==> config.mk <==
export PLATFORM = sky130hd
export DESIGN_NAME = pipe_hazard_ctrl
export DESIGN_NICKNAME = d
export VERILOG_FILES = /design/src/rtl/pipe_hazard_ctrl.sv
export SDC_FILE = /design/constraint.sdc
export NUM_CORES = 1
export LEC_CHECK = 0
export CAP_MARGIN = 20
export CORE_MARGIN = 5
export CORE_UTILIZATION = 44
export CTS_BUF_LIST = sky130_fd_sc_hd__clkbuf_16
export DETAILED_ROUTE_END_ITERATION = 16
export HOLD_SLACK_MARGIN = 0.15
export PLACE_DENSITY = 0.86
export SLEW_MARGIN = 5
export SYNTH_ARGS = -nofsm -noshare
export SYNTH_HDL_FRONTEND = slang
export SYNTH_SLANG_ARGS = --single-unit
==> constraint.sdc <==
create_clock -name clk -period 4.3 [get_ports clk]
set_input_delay 0.86 -clock clk [delete_from_list [all_inputs] [get_ports clk]]
set_output_delay 0.86 -clock clk [all_outputs]
set_load 0.01 [all_outputs]
==> src/rtl/pipe_hazard_ctrl.sv <==
// pipe_hazard_ctrl: stall, flush and forwarding control for a 5-stage pipe.
// Macro PIPE_HAZARD_FORWARD_EN: forwarding + load-use; undefined: RAW interlock.
module pipe_hazard_ctrl (
    input  logic        clk,
    input  logic        reset,
    input  logic [4:0]  idRn,
    input  logic [4:0]  idRm,
    input  logic        idUsesRn,
    input  logic        idUsesRm,
    input  logic [4:0]  idexRd,
    input  logic        idexRegWrite,
    input  logic        idexMemRead,
    input  logic [4:0]  exmemRd,
    input  logic        exmemRegWrite,
    input  logic [4:0]  memwbRd,
    input  logic        memwbRegWrite,
    input  logic        branchTaken,
    input  logic        memReq,
    input  logic        memReady,
    output logic        pcEn,
    output logic        ifidEn,
    output logic        idexEn,
    output logic        exmemEn,
    output logic        ifidFlush,
    output logic        idexFlush,
    output logic        memwbFlush,
    output logic [1:0]  forwardA,
    output logic [1:0]  forwardB,
    output logic [1:0]  state,
    output logic [15:0] stallCycles
);
    localparam logic [4:0] XZR = 5'd31;

    typedef enum logic [1:0] {
        RUN     = 2'b00,
        MEMWAIT = 2'b01,
        HAZWAIT = 2'b10
    } state_t;

    state_t st;
    logic   memHold;
    logic   rnLive;
    logic   rmLive;
    logic   idexWr;
    logic   exmemWr;
    logic   idexHit;
    logic   hazStall;

    assign memHold = memReq && !memReady;
    assign rnLive  = idUsesRn && (idRn != XZR);
    assign rmLive  = idUsesRm && (idRm != XZR);
    assign idexWr  = idexRegWrite && (idexRd != XZR);
    assign exmemWr = exmemRegWrite && (exmemRd != XZR);
    assign idexHit = idexWr &&
                     ((rnLive && idexRd == idRn) ||
                      (rmLive && idexRd == idRm));

`ifdef PIPE_HAZARD_FORWARD_EN
    logic memwbWr;

    assign memwbWr  = memwbRegWrite && (memwbRd != XZR);
    // only a load still in EX cannot be forwarded in time
    assign hazStall = idexMemRead && idexHit;

    // forward mux select; younger EX/MEM result beats MEM/WB
    always_comb begin
        forwardA = 2'b00;
        forwardB = 2'b00;
        if (!reset) begin
            if (exmemWr && exmemRd == idRn)
                forwardA = 2'b10;
            else if (memwbWr && memwbRd == idRn)
                forwardA = 2'b01;
            if (exmemWr && exmemRd == idRm)
                forwardB = 2'b10;
            else if (memwbWr && memwbRd == idRm)
                forwardB = 2'b01;
        end
    end
`else
    logic exmemHit;
    logic unused_wb;

    // MEM/WB never interlocks: the register file writes before it is read
    assign unused_wb = ^{memwbRd, memwbRegWrite, idexMemRead};
    assign exmemHit  = exmemWr &&
                       ((rnLive && exmemRd == idRn) ||
                        (rmLive && exmemRd == idRm));
    assign hazStall  = idexHit || exmemHit;
    assign forwardA  = 2'b00;
    assign forwardB  = 2'b00;
`endif

    // enables and bubbles: reset > memory hold > branch > data hazard
    always_comb begin
        pcEn       = 1'b1;
        ifidEn     = 1'b1;
        idexEn     = 1'b1;
        exmemEn    = 1'b1;
        ifidFlush  = 1'b0;
        idexFlush  = 1'b0;
        memwbFlush = 1'b0;
        if (reset) begin
            pcEn = 1'b1;
        end else if (memHold) begin
            pcEn       = 1'b0;
            ifidEn     = 1'b0;
            idexEn     = 1'b0;
            exmemEn    = 1'b0;
            memwbFlush = 1'b1;
        end else if (branchTaken) begin
            ifidFlush = 1'b1;
            idexFlush = 1'b1;
        end else if (hazStall) begin
            pcEn      = 1'b0;
            ifidEn    = 1'b0;
            idexFlush = 1'b1;
        end
    end

    // state tracks why the previous cycle stalled; counter saturates
    always_ff @(posedge clk) begin
        if (reset) begin
            st          <= RUN;
            stallCycles <= 16'd0;
        end else begin
            if (!pcEn && stallCycles != 16'hFFFF)
                stallCycles <= stallCycles + 16'd1;
            if (memHold)
                st <= MEMWAIT;
            else if (branchTaken)
                st <= RUN;
            else if (hazStall && !idexMemRead)
                st <= HAZWAIT;
`ifndef PIPE_HAZARD_FORWARD_EN
            else if (hazStall)
                st <= HAZWAIT;
`endif
            else
                st <= RUN;
        end
    end

    assign state = st;

endmodule

## Word-level counts from Yosys, hierarchy flattened

Index checks and enable logic that the tools add are counted.

| storage, ports and cells | value |
|---|---|
| word-level logic and storage cells | 52 |
| flip-flop bits (word level) | 18 |
| bits of input ports | 36 |
| output and inout port bits | 29 |

| cells by class | value |
|---|---|
| reduce and logical (&&, ||, !) cells | 20 |
| add/sub/neg operators | 1 |
| equal/unequal tests | 9 |
| mux-type cells | 19 |

Operator list:

| cell | number |
|---|---|
| == test 5 bit | 4 |
| inequality test 5 bit, second input constant | 4 |
| 2-to-1 mux 1 bit | 17 |
| adder 16 x 1 -> 16 bit, second input constant | 1 |
| inequality test 16 bit, second input constant | 1 |
| logical AND 1 bit | 13 |
| 2-to-1 mux 2 bit | 2 |
| logical NOT 1 bit | 3 |
| logical OR 1 bit | 3 |
| OR reduction 3 bit | 1 |

## Logic depth before layout (Yosys ltp)

| depth | value |
|---|---|
| depth in word-level cells | 12 |
| gate-level depth with buffers | 9 |
| mapped depth without buffers | 8 |

## Worst setup path after synthesis

Ideal clock, no wire load.

| timing path | value |
|---|---|
| kind | input-to-output |
| start point | input port idRm[2] |
| end point | output port pcEn |
| stages on the path | 8 |
| required time | 3.440 ns |
| path buffers | 2 |
| path slack | 1.452 ns |
| data arrival time | 1.988 ns |
| cells stage by stage | nand3_1 -> o21a_1 -> and4_1 -> o21ai_1 -> nand3_2 -> inv_2 -> buf_2 -> buf_4 |

| on the way | value |
|---|---|
| cells in the longest elaborated chain, start to end | 10 |
| elaborated cells between the ends (all ways) | 15 |
| classes of those cells | eq/ne: 3; mux: 4; reduce/logical: 8 |

Ends and longest elaborated chain:

| item | line | text |
|---|---|---|
| start, declared | 7 | `input logic [4:0] idRm,` |
| inequality test 5 bit | 51 | `assign rmLive = idUsesRm && (idRm != XZR);` |
| logical AND 1 bit | 51 |  |
| logical AND 1 bit (on tied branches) | 56, 88 |  |
| logical OR 1 bit (on tied branches) | 55, 87 |  |
| logical AND 1 bit (on tied branches) | 54, 86 |  |
| logical OR 1 bit (*) | 89 | `assign hazStall = idexHit \|\| exmemHit;` |
| 2-to-1 mux 1 bit (*) (4 in series) | - |  |
| end, declared | 20 | `output logic pcEn,` |

Every way passes the cells marked *; elsewhere a longest branch is shown, timed or not.

## Worst setup path in the final report

| timing path | value |
|---|---|
| start point | input port idRm[2] |
| end point | output port ifidEn |

| on the way | value |
|---|---|
| cells in the longest elaborated chain, start to end | 10 |
| elaborated cells between the ends (all ways) | 15 |
| classes of those cells | eq/ne: 3; mux: 4; reduce/logical: 8 |

Ends and longest elaborated chain:

| item | line | text |
|---|---|---|
| inequality test 5 bit | 51 |  |
| logical AND 1 bit | 51 |  |
| logical AND 1 bit (on tied branches) | 56, 88 |  |
| logical OR 1 bit (on tied branches) | 55, 87 |  |
| logical AND 1 bit (on tied branches) | 54, 86 |  |
| logical OR 1 bit (*) | 89 |  |
| 2-to-1 mux 1 bit (*) | 114 | `end else if (hazStall) begin` |
| 2-to-1 mux 1 bit (*) | 111 | `end else if (branchTaken) begin` |
| 2-to-1 mux 1 bit (*) | 105 | `end else if (memHold) begin` |
| 2-to-1 mux 1 bit (*) | 103 | `if (reset) begin` |
| end, declared | 21 | `output logic ifidEn,` |

Marks and branches as above.

==> flow_metrics.tcl <==
set metrics [dict create \
    finalSetupViolations 0 \
    worst_setup_path_end_kind "output port" \
    place_hpwl_mm 2.770 \
    start_util 0.4454 \
    max_stage_delay_ps 580 \
    hold_path.class "reg2reg" \
    postRouteAntennaNets 0 \
    outcome "finished clean" \
    layout_common_cells "clkdlybuf4s50_1 (53), dfxtp_1 (18), xor2_1 (16)" \
    drtIter0Drc 104 \
    grt_start_max_net_pins 18 \
    finalCritPeriodShare 0.8885 \
    crit_path_frequent_cell "clkdlybuf4s50_1" \
    cts_buffers 3 \
    ys_seq_area_frac 0.2717 \
    io_pins 65 \
    finalWeightedCongestion 0.7597 \
    cp_slowest_cell "clkdlybuf4s50_1" \
    numPortBuffers 53 \
    rsz0062_at_grt "no" \
    final_common_cell "clkdlybuf4s50_1" \
    worst-path-max-fanout 17 \
    clock_path_buffers 2 \
    dpl_cell_area_mm2 0.001852 \
    core_mm2 0.002978 \
    path_class "in2out" \
    cts_tree "yes" \
    path_clk_slew_ps 50 \
    dieArea_mm2 0.004212 \
    drc 0 \
    netlist_area_mm2 0.001326 \
    ys_types 43 \
    period_minus_slack_ps 3821 \
    rows 20 \
    grt_usage 0.1676 \
    drv_slew 0 \
    wl_per_cell_um 13.64 \
    cap_violations 0 \
    hold_viol_final 0 \
    arrival_ps 2960 \
    num-fill-cells 267 \
    avgSynthCellArea_um2 7.666 \
    grt_overflow 0 \
    grt_pass1_vias 1360 \
    die_w_um 64.90 \
    cts_root_buf "clkbuf_16" \
    drive_above_1_share 0.05381 \
    vias 1430 \
    total_power_mw 0.4352 \
    grt_pass1_wl_mm 5.796 \
    wirelength_mm 3.493 \
    die_y_um 64.90 \
    cp_data_required_time_ps 3440 \
    synthesis.instances 173 \
    ys_warn_count 0 \
    hold_buffers 0 \
    leakage_nw 0.6982 \
    worst_slew_pin_slew_ps 674.5 \
    clkLatencyLatePin_ps 250 \
    finalClockSkew_ps 1.651 \
    cts_resized 0 \
    dr.pass1.iters 4 \
    diodes 0 \
    path_cells "clkdlybuf4s50_1 -> nand3_1 -> o21a_1 -> and4_1 -> o21ai_1 -> nand3_2 -> inv_2 -> clkdlybuf4s50_1" \
    clock.fmax_ghz 0.2617 \
    worstSetupStartpointType "input port" \
    synth-edff-count 0 \
    vdd_drop_max_v 0.0001425 \
    cts_num_sinks 18 \
    cellPowerDensity_mw_per_mm2 225.4 \
    async_flop_share 0 \
    via_per_inst 5.586 \
    design_area_mm2 0.001931 \
    final_nets 261 \
    finalSetupTns_ps 0 \
    h-tree-depth 1 \
    synth_ff_type "dfxtp_1" \
    ys_ff_latch 18 \
    cts_setup_buffers 0 \
    antenna_found_initial 0 \
    area_growth_syn_to_layout_pct 45.57 \
    slew_headroom 0.5479 \
]
[state kept, by name, summed over array words and instances, names as in the netlist]
| register | cells |
|---|---|
| stallCycles | 16 |
| state | 2 |
[through the flow]
step                      utilization  instances  worst slack (ps)  hold WS [ps]
after floorplan                     -        176              1452         496.8
after global placement         0.6218        252             500.8         480.2
after detailed placement       0.6218        252             472.9         486.4
after CTS                      0.6483        256             468.6         494.5
after global routing           0.6483        256             330.8         514.0
final                          0.6483        256             479.4         487.6
[cell usage after synthesis, drive strengths merged, types with 4 or more instances]
cell type | number | area (um2)
dfxtp | 18 | 360.4
xor2 | 16 | 140.1
nand3 | 14 | 75.07
a21oi | 12 | 60.06
nor2 | 11 | 41.29
buf | 10 | 65.06
nand2 | 10 | 37.54
nor3 | 10 | 55.05
inv | 9 | 33.78
o21ai | 9 | 45.04
and4 | 5 | 43.79
or3 | 5 | 31.28
xnor2 | 4 | 35.03
[critical path, delay by kind of cell]
kind,cells,cell delay (ps)
compound gates,2,350
buf+inv,3,1320
simple gates,3,420
[layer usage]
layer  vias up  share of wire  GRT usage  routed length, um
met5         -              0          0                  0
met4         0          0.011    0.05013                 38
met2        53           0.51     0.3116               1785
met3         5          0.094    0.05546                329
li1        715              -          -                  -
met1       657           0.38     0.1765               1340
[power by group]
part	internal (mW)	switching, mW
combinational	0.0452	0.0363
clock	0.124	0.0608
sequential	0.168	0.00121
total	0.337	0.0983
[layout make-up]
| cell class | count | area, um2 | share of cell area |
|---|---|---|---|
| clock buffers | 3 | 75.07 | 0.03889 |
| clock inverters | 1 | 3.754 | 0.001944 |
| inverters | 9 | 33.78 | 0.01750 |
| multi-input cells | 137 | 870.8 | 0.4511 |
| flip-flops and latches | 18 | 360.3 | 0.1866 |
| well taps | 33 | 41.29 | 0.02139 |
| repair buffers | 55 | 545.5 | 0.2826 |
[cells by family (layout without fill, tap and decap cells)]
logic type | after synthesis | count (layout) | share of synthesized area
and+or+nand+nor | 73 | 73 | 0.3057
other | 1 | 4 | 0.002827
AOI/OAI and AO/OA | 36 | 36 | 0.1736
muxes | 3 | 3 | 0.02453
xor gates and xnor gates | 20 | 20 | 0.1321
DFF | 18 | 18 | 0.2717
adders and majority gates | 1 | 1 | 0.009432
buffers and inverters | 21 | 68 | 0.08019
[final timing paths]
path,start,to,slack (ps),depth (start not counted)
setup / recovery,idRm[2],ifidEn,480,8
hold / removal,stallCycles[5],stallCycles[5],490,2
setup reg to reg,stallCycles[3],stallCycles[13],2190,6
hold reg to reg,stallCycles[5],stallCycles[5],490,2
(Power assumes the default switching activity.)
